<file path="config.mk">
export PLATFORM = sky130hd
export DESIGN_NAME = exec_wb_stage
export DESIGN_NICKNAME = d
export VERILOG_FILES = /design/src/rtl/exec_pkg.sv /design/src/rtl/exec_wb_stage_iter_mul.sv /design/src/rtl/exec_wb_stage.sv
export SDC_FILE = /design/constraint.sdc
export NUM_CORES = 1
export LEC_CHECK = 0
export ABC_AREA = 0
export CAP_MARGIN = 25
export CORE_MARGIN = 5
export CORE_UTILIZATION = 39
export DETAILED_ROUTE_END_ITERATION = 7
export PLACE_DENSITY = 0.58
export SLEW_MARGIN = 20
export SYNTH_ARGS = -nofsm -noshare
export SYNTH_HDL_FRONTEND = slang
export SYNTH_SLANG_ARGS = --single-unit
</file>
<file path="constraint.sdc">
create_clock -name clk -period 9.5 [get_ports clk]
set_input_delay 2.375 -clock clk [delete_from_list [all_inputs] [get_ports clk]]
set_output_delay 2.375 -clock clk [all_outputs]
set_load 0.02 [all_outputs]
</file>
<file path="src/rtl/exec_pkg.sv">
// Shared opcodes, default widths and stage state encoding for the execute/write-back stage.
// Pure declarations: no timing, no handshake.
package exec_pkg;

  localparam int DW_DEFAULT     = 32;
  localparam int AW_DEFAULT     = 5;
  localparam int IMMW_DEFAULT   = 16;
  localparam int MULCYC_DEFAULT = 32;
  localparam int OPW            = 4;

  localparam logic [OPW-1:0] OP_ADD  = 4'd0;
  localparam logic [OPW-1:0] OP_SUB  = 4'd1;
  localparam logic [OPW-1:0] OP_AND  = 4'd2;
  localparam logic [OPW-1:0] OP_OR   = 4'd3;
  localparam logic [OPW-1:0] OP_XOR  = 4'd4;
  localparam logic [OPW-1:0] OP_SLL  = 4'd5;
  localparam logic [OPW-1:0] OP_SRL  = 4'd6;
  localparam logic [OPW-1:0] OP_SLT  = 4'd7;
  localparam logic [OPW-1:0] OP_ADDI = 4'd8;
  localparam logic [OPW-1:0] OP_MUL  = 4'd9;

  typedef enum logic {
    ST_IDLE = 1'b0,
    ST_MUL  = 1'b1
  } state_e;

  // Opcodes above OP_MUL are NOPs: they occupy the pipe but never write.
  function automatic logic op_writes(input logic [OPW-1:0] op);
    return (op <= OP_MUL);
  endfunction

endpackage

</file>
<file path="src/rtl/exec_wb_stage_iter_mul.sv">
// Shift-add multiplier: operands latched on start, MULCYC iterations, then done_o for one cycle.
// No backpressure: product_o is valid while done_o is high and the caller must take it then.
module iter_mul
  import exec_pkg::*;
#(
  parameter int DW     = DW_DEFAULT,
  parameter int MULCYC = MULCYC_DEFAULT
) (
  input  logic          clk,
  input  logic          reset,
  input  logic          start_i,
  input  logic [DW-1:0] a_i,
  input  logic [DW-1:0] b_i,
  output logic          done_o,
  output logic [DW-1:0] product_o
);

  localparam int CW = $clog2(MULCYC + 1);

  logic [DW-1:0] a_q, a_d;
  logic [DW-1:0] b_q, b_d;
  logic [DW-1:0] acc_q, acc_d;
  logic [CW-1:0] cnt_q, cnt_d;
  logic          run_q, run_d;
  logic          last;

  assign last      = (cnt_q == CW'(MULCYC));
  assign done_o    = run_q && last;
  assign product_o = acc_q;

  always_comb begin
    a_d   = a_q;
    b_d   = b_q;
    acc_d = acc_q;
    cnt_d = cnt_q;
    run_d = run_q;
    if (start_i) begin
      a_d   = a_i;
      b_d   = b_i;
      acc_d = '0;
      cnt_d = '0;
      run_d = 1'b1;
    end else if (run_q) begin
      if (last) begin
        run_d = 1'b0;
      end else begin
        acc_d = acc_q + (b_q[0] ? a_q : '0);
        a_d   = a_q << 1;
        b_d   = b_q >> 1;
        cnt_d = cnt_q + 1'b1;
      end
    end
  end

  always_ff @(posedge clk) begin
    if (!reset) begin
      a_q   <= '0;
      b_q   <= '0;
      acc_q <= '0;
      cnt_q <= '0;
      run_q <= 1'b0;
    end else begin
      a_q   <= a_d;
      b_q   <= b_d;
      acc_q <= acc_d;
      cnt_q <= cnt_d;
      run_q <= run_d;
    end
  end

endmodule

</file>
<file path="src/rtl/exec_wb_stage.sv">
// Execute/write-back stage in front of the register bank: S1 operand capture with forwarding, S2 write port.
// ALU ops write one cycle after accept; MUL writes 33 cycles after accept with in_ready low until then.
module exec_wb_stage
  import exec_pkg::*;
#(
  parameter int DW     = DW_DEFAULT,
  parameter int AW     = AW_DEFAULT,
  parameter int IMMW   = IMMW_DEFAULT,
  parameter int MULCYC = MULCYC_DEFAULT
) (
  input  logic            clk,
  input  logic            reset,
  input  logic            in_valid,
  output logic            in_ready,
  input  logic [OPW-1:0]  in_op,
  input  logic [AW-1:0]   in_sr1,
  input  logic [AW-1:0]   in_sr2,
  input  logic [AW-1:0]   in_dr,
  input  logic [IMMW-1:0] in_imm,
  output logic [AW-1:0]   sr1,
  output logic [AW-1:0]   sr2,
  input  logic [DW-1:0]   rdData1,
  input  logic [DW-1:0]   rdData2,
  output logic [AW-1:0]   dr,
  output logic [DW-1:0]   wrdata,
  output logic            write,
  output logic            busy
);

  localparam int SHW = $clog2(DW);

  state_e          state_q, state_d;
  logic            s1_valid_q, s1_valid_d;
  logic [OPW-1:0]  s1_op_q, s1_op_d;
  logic [AW-1:0]   s1_dr_q, s1_dr_d;
  logic [IMMW-1:0] s1_imm_q, s1_imm_d;
  logic [DW-1:0]   s1_a_q, s1_a_d;
  logic [DW-1:0]   s1_b_q, s1_b_d;
  logic            s2_valid_q, s2_valid_d;
  logic            write_q, write_d;
  logic [AW-1:0]   dr_q, dr_d;
  logic [DW-1:0]   wrdata_q, wrdata_d;

  logic            accept;
  logic            mul_start;
  logic            mul_done;
  logic [DW-1:0]   mul_prod;
  logic            s1_move;
  logic            s1_fwd_ok;
  logic [DW-1:0]   fwd_a, fwd_b;
  logic [DW-1:0]   alu_res;

  assign in_ready  = (state_q != ST_MUL);
  assign accept    = in_valid && in_ready;
  assign mul_start = accept && (in_op == OP_MUL);
  assign s1_move   = s1_valid_q && ((s1_op_q != OP_MUL) || mul_done);

  // A MUL in S1 has no result yet and a NOP never reaches the bank, so neither may forward.
  assign s1_fwd_ok = s1_valid_q && op_writes(s1_op_q) && (s1_op_q != OP_MUL);

  assign fwd_a = (s1_fwd_ok && (s1_dr_q == in_sr1)) ? alu_res  :
                 (write_q   && (dr_q    == in_sr1)) ? wrdata_q : rdData1;
  assign fwd_b = (s1_fwd_ok && (s1_dr_q == in_sr2)) ? alu_res  :
                 (write_q   && (dr_q    == in_sr2)) ? wrdata_q : rdData2;

  assign sr1    = in_sr1;
  assign sr2    = in_sr2;
  assign dr     = dr_q;
  assign wrdata = wrdata_q;
  assign write  = write_q;
  assign busy   = s1_valid_q || s2_valid_q || (state_q == ST_MUL);

  always_comb begin
    alu_res = '0;
    case (s1_op_q)
      OP_ADD:  alu_res = s1_a_q + s1_b_q;
      OP_SUB:  alu_res = s1_a_q - s1_b_q;
      OP_AND:  alu_res = s1_a_q & s1_b_q;
      OP_OR:   alu_res = s1_a_q | s1_b_q;
      OP_XOR:  alu_res = s1_a_q ^ s1_b_q;
      OP_SLL:  alu_res = s1_a_q << s1_b_q[SHW-1:0];
      OP_SRL:  alu_res = s1_a_q >> s1_b_q[SHW-1:0];
      OP_SLT:  alu_res = {{(DW-1){1'b0}}, ($signed(s1_a_q) < $signed(s1_b_q))};
      OP_ADDI: alu_res = s1_a_q + {{(DW-IMMW){1'b0}}, s1_imm_q};
      default: alu_res = '0;
    endcase
  end

  iter_mul #(
    .DW     (DW),
    .MULCYC (MULCYC)
  ) u_mul (
    .clk       (clk),
    .reset     (reset),
    .start_i   (mul_start),
    .a_i       (fwd_a),
    .b_i       (fwd_b),
    .done_o    (mul_done),
    .product_o (mul_prod)
  );

  always_comb begin
    state_d = state_q;
    case (state_q)
      ST_IDLE: if (mul_start) state_d = ST_MUL;
      ST_MUL:  if (mul_done)  state_d = ST_IDLE;
      default: state_d = ST_IDLE;
    endcase
  end

  always_comb begin
    s1_valid_d = s1_valid_q;
    s1_op_d    = s1_op_q;
    s1_dr_d    = s1_dr_q;
    s1_imm_d   = s1_imm_q;
    s1_a_d     = s1_a_q;
    s1_b_d     = s1_b_q;
    if (accept) begin
      s1_valid_d = 1'b1;
      s1_op_d    = in_op;
      s1_dr_d    = in_dr;
      s1_imm_d   = in_imm;
      s1_a_d     = fwd_a;
      s1_b_d     = fwd_b;
    end else if (s1_move) begin
      s1_valid_d = 1'b0;
    end
  end

  // S2 takes a bubble on every cycle S1 has nothing to hand over.
  always_comb begin
    s2_valid_d = s1_move;
    write_d    = s1_move && op_writes(s1_op_q);
    dr_d       = dr_q;
    wrdata_d   = wrdata_q;
    if (s1_move) begin
      dr_d     = s1_dr_q;
      wrdata_d = (s1_op_q == OP_MUL) ? mul_prod : alu_res;
    end
  end

  always_ff @(posedge clk) begin
    if (!reset) begin
      state_q    <= ST_IDLE;
      s1_valid_q <= 1'b0;
      s1_op_q    <= '0;
      s1_dr_q    <= '0;
      s1_imm_q   <= '0;
      s1_a_q     <= '0;
      s1_b_q     <= '0;
      s2_valid_q <= 1'b0;
      write_q    <= 1'b0;
      dr_q       <= '0;
      wrdata_q   <= '0;
    end else begin
      state_q    <= state_d;
      s1_valid_q <= s1_valid_d;
      s1_op_q    <= s1_op_d;
      s1_dr_q    <= s1_dr_d;
      s1_imm_q   <= s1_imm_d;
      s1_a_q     <= s1_a_d;
      s1_b_q     <= s1_b_d;
      s2_valid_q <= s2_valid_d;
      write_q    <= write_d;
      dr_q       <= dr_d;
      wrdata_q   <= wrdata_d;
    end
  end

endmodule

</file>
* Word level (Yosys, flattened, before mapping)
Cells that the tools add are included.
** Operators by class
- Muxes and demuxes :: 21
- Bitwise operators :: 6
- Order comparisons :: 2
- Add/subtract/negate cells :: 5
- Shift-type cells :: 2
- Equal/unequal tests :: 17
- Reductions and logical operators :: 20
** Operators with widths (number)
- two-way mux 32 bit :: 12
- one-hot mux 32 bit (9 select lines) :: 1
- adder 32 bit :: 2
- adder 32 x 16 -> 32 bit :: 1
- bitwise AND 32 bit :: 1
- less-than comparator 32 bit :: 1
- bitwise OR 32 bit :: 1
- << shifter 32 x 5 -> 32 bit :: 1
- >> shifter 32 x 5 -> 32 bit :: 1
- subtractor 32 bit :: 1
- XOR 32 bit :: 1
- == test 5 bit :: 4
- == test 4 x 3 -> 1 bit (second input constant) :: 4
- == test 4 bit (second input constant) :: 3
- logical AND 1 bit :: 11
- == test 4 x 2 -> 1 bit (second input constant) :: 2
- two-way mux 1 bit :: 7
- adder 6 x 1 -> 6 bit (second input constant) :: 1
- == test 6 bit (second input constant) :: 1
- == test 4 x 1 -> 1 bit (second input constant) :: 1
- <= comparator 4 bit (second input constant) :: 1
- logical NOT 4 bit :: 1
- != test 4 bit (second input constant) :: 1
- AND reduction 2 bit :: 2
- other kinds (6) :: 11
** Storage, ports and cells
- Output and inout bits :: 50
- Bits in registers :: 233
- Word-level logic and storage cells :: 89
- Bits of input ports :: 102

* Depth between registers and ports, before layout
Gate-level depths: netlist (run 1).
- Depth after elaboration :: 6
- Mapped depth :: 17
- Mapped depth without buffers :: 15

* Modules after synthesis
A second synthesis (run 1) with hierarchy kept.
** Second synthesis, totals
- Cell total of the unflattened synthesis :: 3004
- Area, all modules :: 23122.2 µm²
** By module, submodules not included
- exec_wb_stage :: times used 1, area each 16794.9 µm², seq. area each 2602.5 µm², cells each 2170
- iter_mul :: times used 1, area each 6327.3 µm², seq. area each 2062.0 µm², cells each 834

* Worst setup path after synthesis (run 1)
Ideal clock, no wire load.
- Path kind :: input port to output port
- Start :: in in_sr1[0]
- End :: out sr1[0]
- Data required time :: 7125 ps
- Path buffers :: 1
- Arrival :: 2509 ps
- Slack :: 4616 ps
- Stages on the path :: 1
- Cell sequence :: buf_4
** RTL lines
- start, declared :: line exec_wb_stage.sv:16 : input logic [AW-1:0] in_sr1,
- end, declared :: line exec_wb_stage.sv:20 : output logic [AW-1:0] sr1,
No word-level cell between the ends.

* Worst setup path after layout (run 1)
- Start :: in in_sr2[1]
- End :: out sr2[1]
** RTL lines
- start, declared :: line exec_wb_stage.sv:17 : input logic [AW-1:0] in_sr2,
- end, declared :: line exec_wb_stage.sv:21 : output logic [AW-1:0] sr2,
No word-level cell between the ends.

==> run_results.csv, run 1 <==
group,metric,value,unit
global_route,wire_length_of_the_first_global_routing_pass,137000,µm
floorplan,floorplan.io_pins,152,
placement,place.gp.congestion,0.980,
worst_setup_path,r2r.worst_path.cells,15,
worst_setup_path,arrival,3560,ps
synthesis,syn_area,21800,µm²
drt,met2RoutedLength,40100,µm
clocking,ctsHtreeMaxLevel,1,
floorplan,die_w,246,µm
drt,wl_met3,8260,µm
synthesis,asyncSetResetFlopFracSynth,0,%
synthesis,yosys_warnings,0,
worst_setup_path,critPathMostFrequentCell,"clkdlybuf4s50_1",
sta,tightestPinTransition,1050,ps
power,p_switching,1.16,mW
clocking,cts-buffers-inserted,27,
final_layout,antennaDiodeCount,0,
placement,dp_hpwl,68900,µm
sta,finalCritPeriodShare,62.5,%
global_route,grtUsageTotal,28.9,%
clocking,ctsResizeCount,0,
floorplan,initial_utilization,39.5,%
global_route,global_route.overflow_total,0,
final_layout,multiInputGateArea,15800,µm²
synthesis,synth_area_leaders,"dfxtp_1 (21%), ha_1 (9.6%), nand2_1 (7.0%)",
synthesis,synth-seq-cells,233,
clocking,cts_buffer_depth,3,
drt,dr.max_layer_used,"met4",
power,pwr-share-seq,33.9,%
drt,first_pass_iters,6,
power,pwr-share-comb,30.7,%
drt,avg_vias_per_cell,6.25,
sta,setup_viol,0,
floorplan,num_rows,86,
global_route,first_global_vias,21335,
drt,drc,0,
power,clock_power_share,35.3,%
synthesis,synth_top_cell_by_area,"dfxtp_1",
final_layout,areaGrowthSynthToFinish,13.4,%
final_layout,final_area,24700,µm²
power,p_per_area,131,nW/µm²
drt,final_antenna_net_count,0,
clocking,post_cts_hold_fix_bufs,0,
floorplan,chipHeight,246,µm
sta,max_freq,168,MHz
drt,post_detailed_routing_wire_length,92000,µm
clocking,cts.root.buffer_cell,"clkbuf_16",
clocking,clock_tree_from_tritoncts,"done",
sta,finClkSkew,18.8,ps
clocking,clock-sinks,233,
min_path,holdCritPathClass,"register to register",
worst_setup_path,critical_path.startpoint_type,"primary input",
synthesis,syn_nets,3117,
drt,wl_met1,40800,µm
final_layout,regArea,4670,µm²
synthesis,synth_edf_count,0,
worst_setup_path,worst-setup-path-type,"primary input to primary output",
worst_setup_path,worstPathMaxFanout,3,
placement,portBuffers,151,
synthesis,synth_largest_type_area_fraction,21.4,%
synthesis,syn_area_per_cell,7.66,µm²
sta,grt_setup_unrepaired,"false",
floorplan,die_area,60700,µm²
outcome,status,"complete, no violations",
power,sw_frac_of_total,36.0,%
flow_run,timing.max_cap.violations,0,
worst_setup_path,critPathRequiredTime,7130,ps
sta,finalCriticalPeriod,5940,ps
worst_setup_path,worst-path-stages,2,
worst_setup_path,cp_slowest_cell,"clkdlybuf4s50_1",
synthesis,yosysSeqAreaShare,21.4,%
synthesis,syn-instance-count,2844,
min_path,whs_path_depth,2,
worst_setup_path,crit_path_max_incr_delay,640,ps
worst_setup_path,critical_path.n_buffers_inverters,2,
floorplan,coreArea,55200,µm²
worst_setup_path,cell_chain_critical_path,"clkdlybuf4s50_1 > clkdlybuf4s50_1",
final_layout,drive_gt1_share,8.48,%
clocking,path_clk_slew,60,ps
global_route,grt_start_max_net_pins,88,
synthesis,synth_cell_type_count,94,
sta,maxSlewHeadroom,30.1,%
worst_setup_path,crit_family,"buffers and inverters",
power,p_int,2.07,mW
drt,detail_route.iter0.violations,2364,
worst_setup_path,crit_path_end_kind,"primary output",
clocking,post_cts_setup_driven_buffer_insertion_count,0,
global_route,antenna_violations_before_repair,0,
power,ir_worst_vdd,0.0989,mV
sta,timing_max_transition_violations_final,0,
synthesis,postSynth.topFlopCell,"dfxtp_1",
drt,vias,22650,
power,power.leakage,9.64,nW
clocking,worstSkewPairLatency,560,ps
final_layout,fillers,5568,
sta,final_total_negative_setup_slack,0,ps
placement,placedInstanceArea,23700,µm²
sta,hold_violations,0,
drt,routed_wire_length_per_instance,25.4,µm
final_layout,nets,3131,
sta,hold_ws,460,ps
final_layout,utilization,44.8,%
-- worst reg2reg max path, stage by stage (launching register included) --
cell      delay, ps
dfxtp_1         740
inv_1           310
nor4_2          350
buf_4           490
nand2_1         140
o21ai_0         150
ha_1            310
a211oi_1        320
nor4_1          150
nor4_2          570
a211oi_2        280
o21bai_1        320
a21oi_1         140
mux2i_1         150
a221oi_2        670
o221ai_1        230
-- cells in the mapped netlist, types with 29 or more instances --
master / instances
dfxtp_1: 233
ha_1: 168
buf_2: 30
a211oi_1: 37
nand3_1: 86
xor2_1: 40
nand2_1: 409
inv_1: 107
mux2_2: 44
o21ai_0: 191
mux2i_1: 125
nor2_1: 208
xnor2_1: 42
nor2b_1: 29
clkbuf_1: 145
a21oi_1: 276
and2_1: 44
mux4_2: 49
a21o_1: 35
o211ai_1: 48
-- flip-flops by register name, indices dropped and copies added (netlist names), 5 cells and up --
signal / cells
s1_a_q: 32
s1_b_q: 32
u_mul.a_q: 32
u_mul.b_q: 32
u_mul.product_o: 32
wrdata: 32
s1_imm_q: 16
u_mul.cnt_q: 6
dr: 5
s1_dr_q: 5
-- area by class of cell --
cell class              count  share of cell area, %
multi-input cells        2284                   64.1
flip-flops and latches    233                   18.9
repair buffers            201                   7.61
well taps                 748                   3.79
clock buffers              37                   3.17
inverters                 111                   1.69
clock inverters            11                  0.694
-- worst paths after layout --
check,startpoint,end,slack (ps)
setup / recovery,in_sr2[1],sr2[1],3560
hold / removal,s1_imm_q[7]$_SDFFE_PN0P_,s1_imm_q[7]$_SDFFE_PN0P_,460
setup reg to reg,s1_op_q[3]$_SDFFE_PN0P_,s1_b_q[29]$_SDFFE_PN0P_,4030
hold reg to reg,s1_imm_q[7]$_SDFFE_PN0P_,s1_imm_q[7]$_SDFFE_PN0P_,460
-- per-stage QoR --
step                power, mW  setup WS [ps]  std cells
floorplan                1.71           4620       2844
global placement         2.07           3590       3576
detailed placement       2.08           3560       3576
CTS                      3.21           3560       3624
global route             3.35           3540       3625
finish                   3.23           3560       3625
-- layer usage --
metal | GRT usage (%) | vias to the layer above
li1 | - | 10395
met1 | 42.1 | 10977
met2 | 44.4 | 1118
met3 | 4.49 | 160
met4 | 8.29 | 0
met5 | 0 | -
-- power groups by stage --
stage / sequential, mW / clock, mW / combinational [mW]
2_1_floorplan: 1.09 / 0 / 0.618
3_3_place_gp: 1.11 / 0 / 0.961
3_5_place_dp: 1.11 / 0 / 0.965
4_1_cts: 1.09 / 1.15 / 0.969
5_1_grt: 1.10 / 1.19 / 1.06
6_report: 1.10 / 1.14 / 0.993
-- cell usage in the layout, fill, tap and decap left out, drive strengths merged, types with 24 or more instances in the layout --
cell type	n
a211oi	41
a21o	35
a21oi	277
a221oi	24
a22oi	26
a31oi	24
and2	44
buf	50
clkbuf	38
clkdlybuf4s50	150
dfxtp	233
ha	168
inv	111
mux2	44
mux2i	126
mux4	53
nand2	409
nand3	86
nor2	209
nor2b	29
nor3	30
o211ai	48
o21ai	200
xnor2	42
xor2	40
-- logic make-up (layout without fill, tap and decap cells) --
group	after synthesis	count (layout)	synth area share [%]
AOI/OAI and AO/OA	889	889	26.4
xor gates and xnor gates	82	82	3.30
adders and majority gates	171	171	9.92
buffers and inverters	327	360	6.29
DFF	233	233	21.4
muxes	223	223	13.6
and+or+nand+nor	919	919	19.0
Power figures use the tool's default switching activity.
==> inputs of run 2 (changes only) <==
--- a/config.mk
+++ b/config.mk
@@ -10,7 +10,7 @@
 export CORE_MARGIN = 5
 export CORE_UTILIZATION = 39
 export DETAILED_ROUTE_END_ITERATION = 7
-export PLACE_DENSITY = 0.58
+export PLACE_DENSITY = 0.6
 export SLEW_MARGIN = 20
 export SYNTH_ARGS = -nofsm -noshare
 export SYNTH_HDL_FRONTEND = slang
==> constraint.sdc (replaced) <==
create_clock -name clk -period 5.1 [get_ports clk]
set_input_delay 1.275 -clock clk [delete_from_list [all_inputs] [get_ports clk]]
set_output_delay 1.275 -clock clk [all_outputs]
set_load 0.02 [all_outputs]
==> run 2 against run 1 <==
Compared with the run above: clock skew down 6.8 ps; register-to-register slack worse by 3600 ps; worst hold slack better by 0.87 ps; sequential share of layout area down 0.16 points; final cell count up 0.94%; core utilization up 0.38 points; power up 81%; die area unchanged; sequential power up 83%; critical endpoint is now s1_a_q[30]$_SDFFE_PN0P_.
==> run_results.csv, run 2 (same netlist as run 1, synthesis figures left out) <==
group,metric,value,unit
outcome,status,"complete, no violations",
final_layout,regArea,4670,µm²
sta,max_freq,214,MHz
floorplan,chipHeight,246,µm
final_layout,leading_cell_type_in_the_layout_fill_and_taps_excluded,"nand2_1",
drt,vias,22819,
floorplan,floorplan.io_pins,152,
flow_run,timing.max_cap.violations,0,
placement,place.gp.congestion,1.04,
drt,routed_wire_length_per_instance,25.3,µm
sta,hold_violations,0,
drt,final_antenna_net_count,0,
clocking,path_clk_slew,60,ps
clocking,clock-sinks,233,
sta,setup_viol,0,
final_layout,multiInputGateArea,15900,µm²
sta,grt_setup_unrepaired,"false",
clocking,clock_tree_from_tritoncts,"done",
final_layout,drive_gt1_share,9.45,%
sta,maxSlewHeadroom,30.8,%
clocking,worstSkewPairLatency,550,ps
clocking,cts.root.buffer_cell,"clkbuf_16",
drt,first_pass_iters,6,
final_layout,final_area,24900,µm²
global_route,grtUsageTotal,29.1,%
global_route,grt.met2_usage,44.8,%
power,power.leakage,9.79,nW
sta,timing_max_transition_violations_final,0,
final_layout,antennaDiodeCount,0,
global_route,global_route.overflow_total,0,
global_route,wire_length_of_the_first_global_routing_pass,138000,µm
final_layout,fillers,5517,
worst_setup_path,crit_path_end_kind,"register",
floorplan,initial_utilization,39.5,%
power,p_per_area,234,nW/µm²
global_route,antenna_violations_before_repair,1,
drt,avg_vias_per_cell,6.24,
worst_setup_path,critical_path.startpoint_type,"register",
drt,post_detailed_routing_wire_length,92500,µm
sta,hold_ws,461,ps
clocking,cts-buffers-inserted,26,
placement,dp_hpwl,70400,µm
floorplan,die_w,246,µm
placement,placedInstanceArea,24100,µm²
clocking,cts_buffer_depth,3,
final_layout,areaGrowthSynthToFinish,14.3,%
clocking,ctsHtreeMaxLevel,1,
worst_setup_path,worst-setup-path-type,"register to register",
worst_setup_path,worstPathMaxFanout,26,
floorplan,num_rows,86,
worst_setup_path,critPathRequiredTime,5540,ps
placement,portBuffers,151,
worst_setup_path,reg2reg_setup_slack,430,ps
worst_setup_path,arrival,5110,ps
final_layout,utilization,45.1,%
clocking,post_cts_setup_driven_buffer_insertion_count,0,
global_route,grt_start_max_net_pins,92,
global_route,first_global_vias,21666,
sta,finClkSkew,12.1,ps
global_route,grt_busiest_layer,"met2",
power,fin_total_pwr,5.84,mW
floorplan,die_area,60700,µm²
power,ir_worst_vdd,0.221,mV
global_route,met1_layer_usage_reported_by_global_route,41.8,%
min_path,holdCritPathClass,"register to register",
final_layout,nets,3168,
floorplan,coreArea,55200,µm²
drt,detail_route.iter0.violations,2697,
clocking,post_cts_hold_fix_bufs,0,
global_route,met3_usage,5.13,%
final_layout,layout.cells.most_common_list,"nand2_1 (407), a21oi_1 (276), dfxtp_1 (229)",
sta,tightestPinTransition,1040,ps
sta,finalCritPeriodShare,91.6,%
clocking,ctsResizeCount,0,
sta,final_total_negative_setup_slack,0,ps
sta,finalCriticalPeriod,4670,ps
drt,drc,0,
==> run 2: changes by cell type in the layout (fill, tap and decap cells not counted), moves of 2 or more <==
cell,previous run,this run
clkbuf_1,3,7
bufinv_16,4,2
buf_4,49,85
buf_12,0,3
clkbuf_8,7,3
==> run 2: cell type report <==
cell class | instances | share of cell area (%)
Clock buffer | 37 | 2.98
Clock inverter | 7 | 0.372
Inverter | 111 | 1.67
Multi-Input combinational cell | 2284 | 63.6
Sequential cell | 233 | 18.8
Tap cell | 748 | 3.76
Timing Repair Buffer | 239 | 8.85
==> run 2: final timing paths <==
check	cells past startpoint	start	end
setup / recovery	15	s1_op_q[3]$_SDFFE_PN0P_	s1_a_q[30]$_SDFFE_PN0P_
hold / removal	2	s1_imm_q[11]$_SDFFE_PN0P_	s1_imm_q[11]$_SDFFE_PN0P_
setup reg to reg	15	s1_op_q[3]$_SDFFE_PN0P_	s1_a_q[30]$_SDFFE_PN0P_
hold reg to reg	2	s1_imm_q[11]$_SDFFE_PN0P_	s1_imm_q[11]$_SDFFE_PN0P_
==> run 2: layer usage <==
metal	part of all wire (%)	routed length, µm
met1	43	40000
met4	3.3	3060
met5	0.0076	7
met3	9.8	9060
met2	44	40400
==> run 2: worst max-delay path, stage by stage, from the launching register on <==
cell and delay [ps]:
dfxtp_1 330, inv_1 60, nor4_2 360, buf_4 330
o21ai_0 120, ha_1 240, fa_1 440, nand3_1 140
a211oi_2 110, o311ai_1 780, o21ai_2 130, a31oi_1 350
o21ai_0 180, mux2i_1 190, or4b_1 560, a32o_1 220
==> run 2: power breakdown <==
part	switching [mW]	internal, mW	leakage, nW
combinational	1.21	0.713	7.47
sequential	0.117	1.90	1.90
clock	0.790	1.11	0.411
total	2.12	3.72	9.79
==> run 2: stage by stage <==
step / instances / setup slack (ps)
after floorplan: 2844 / 843
after global placement: 3615 / 523
after detailed placement: 3615 / 536
after CTS: 3659 / 495
after global routing: 3659 / 241
final: 3659 / 428
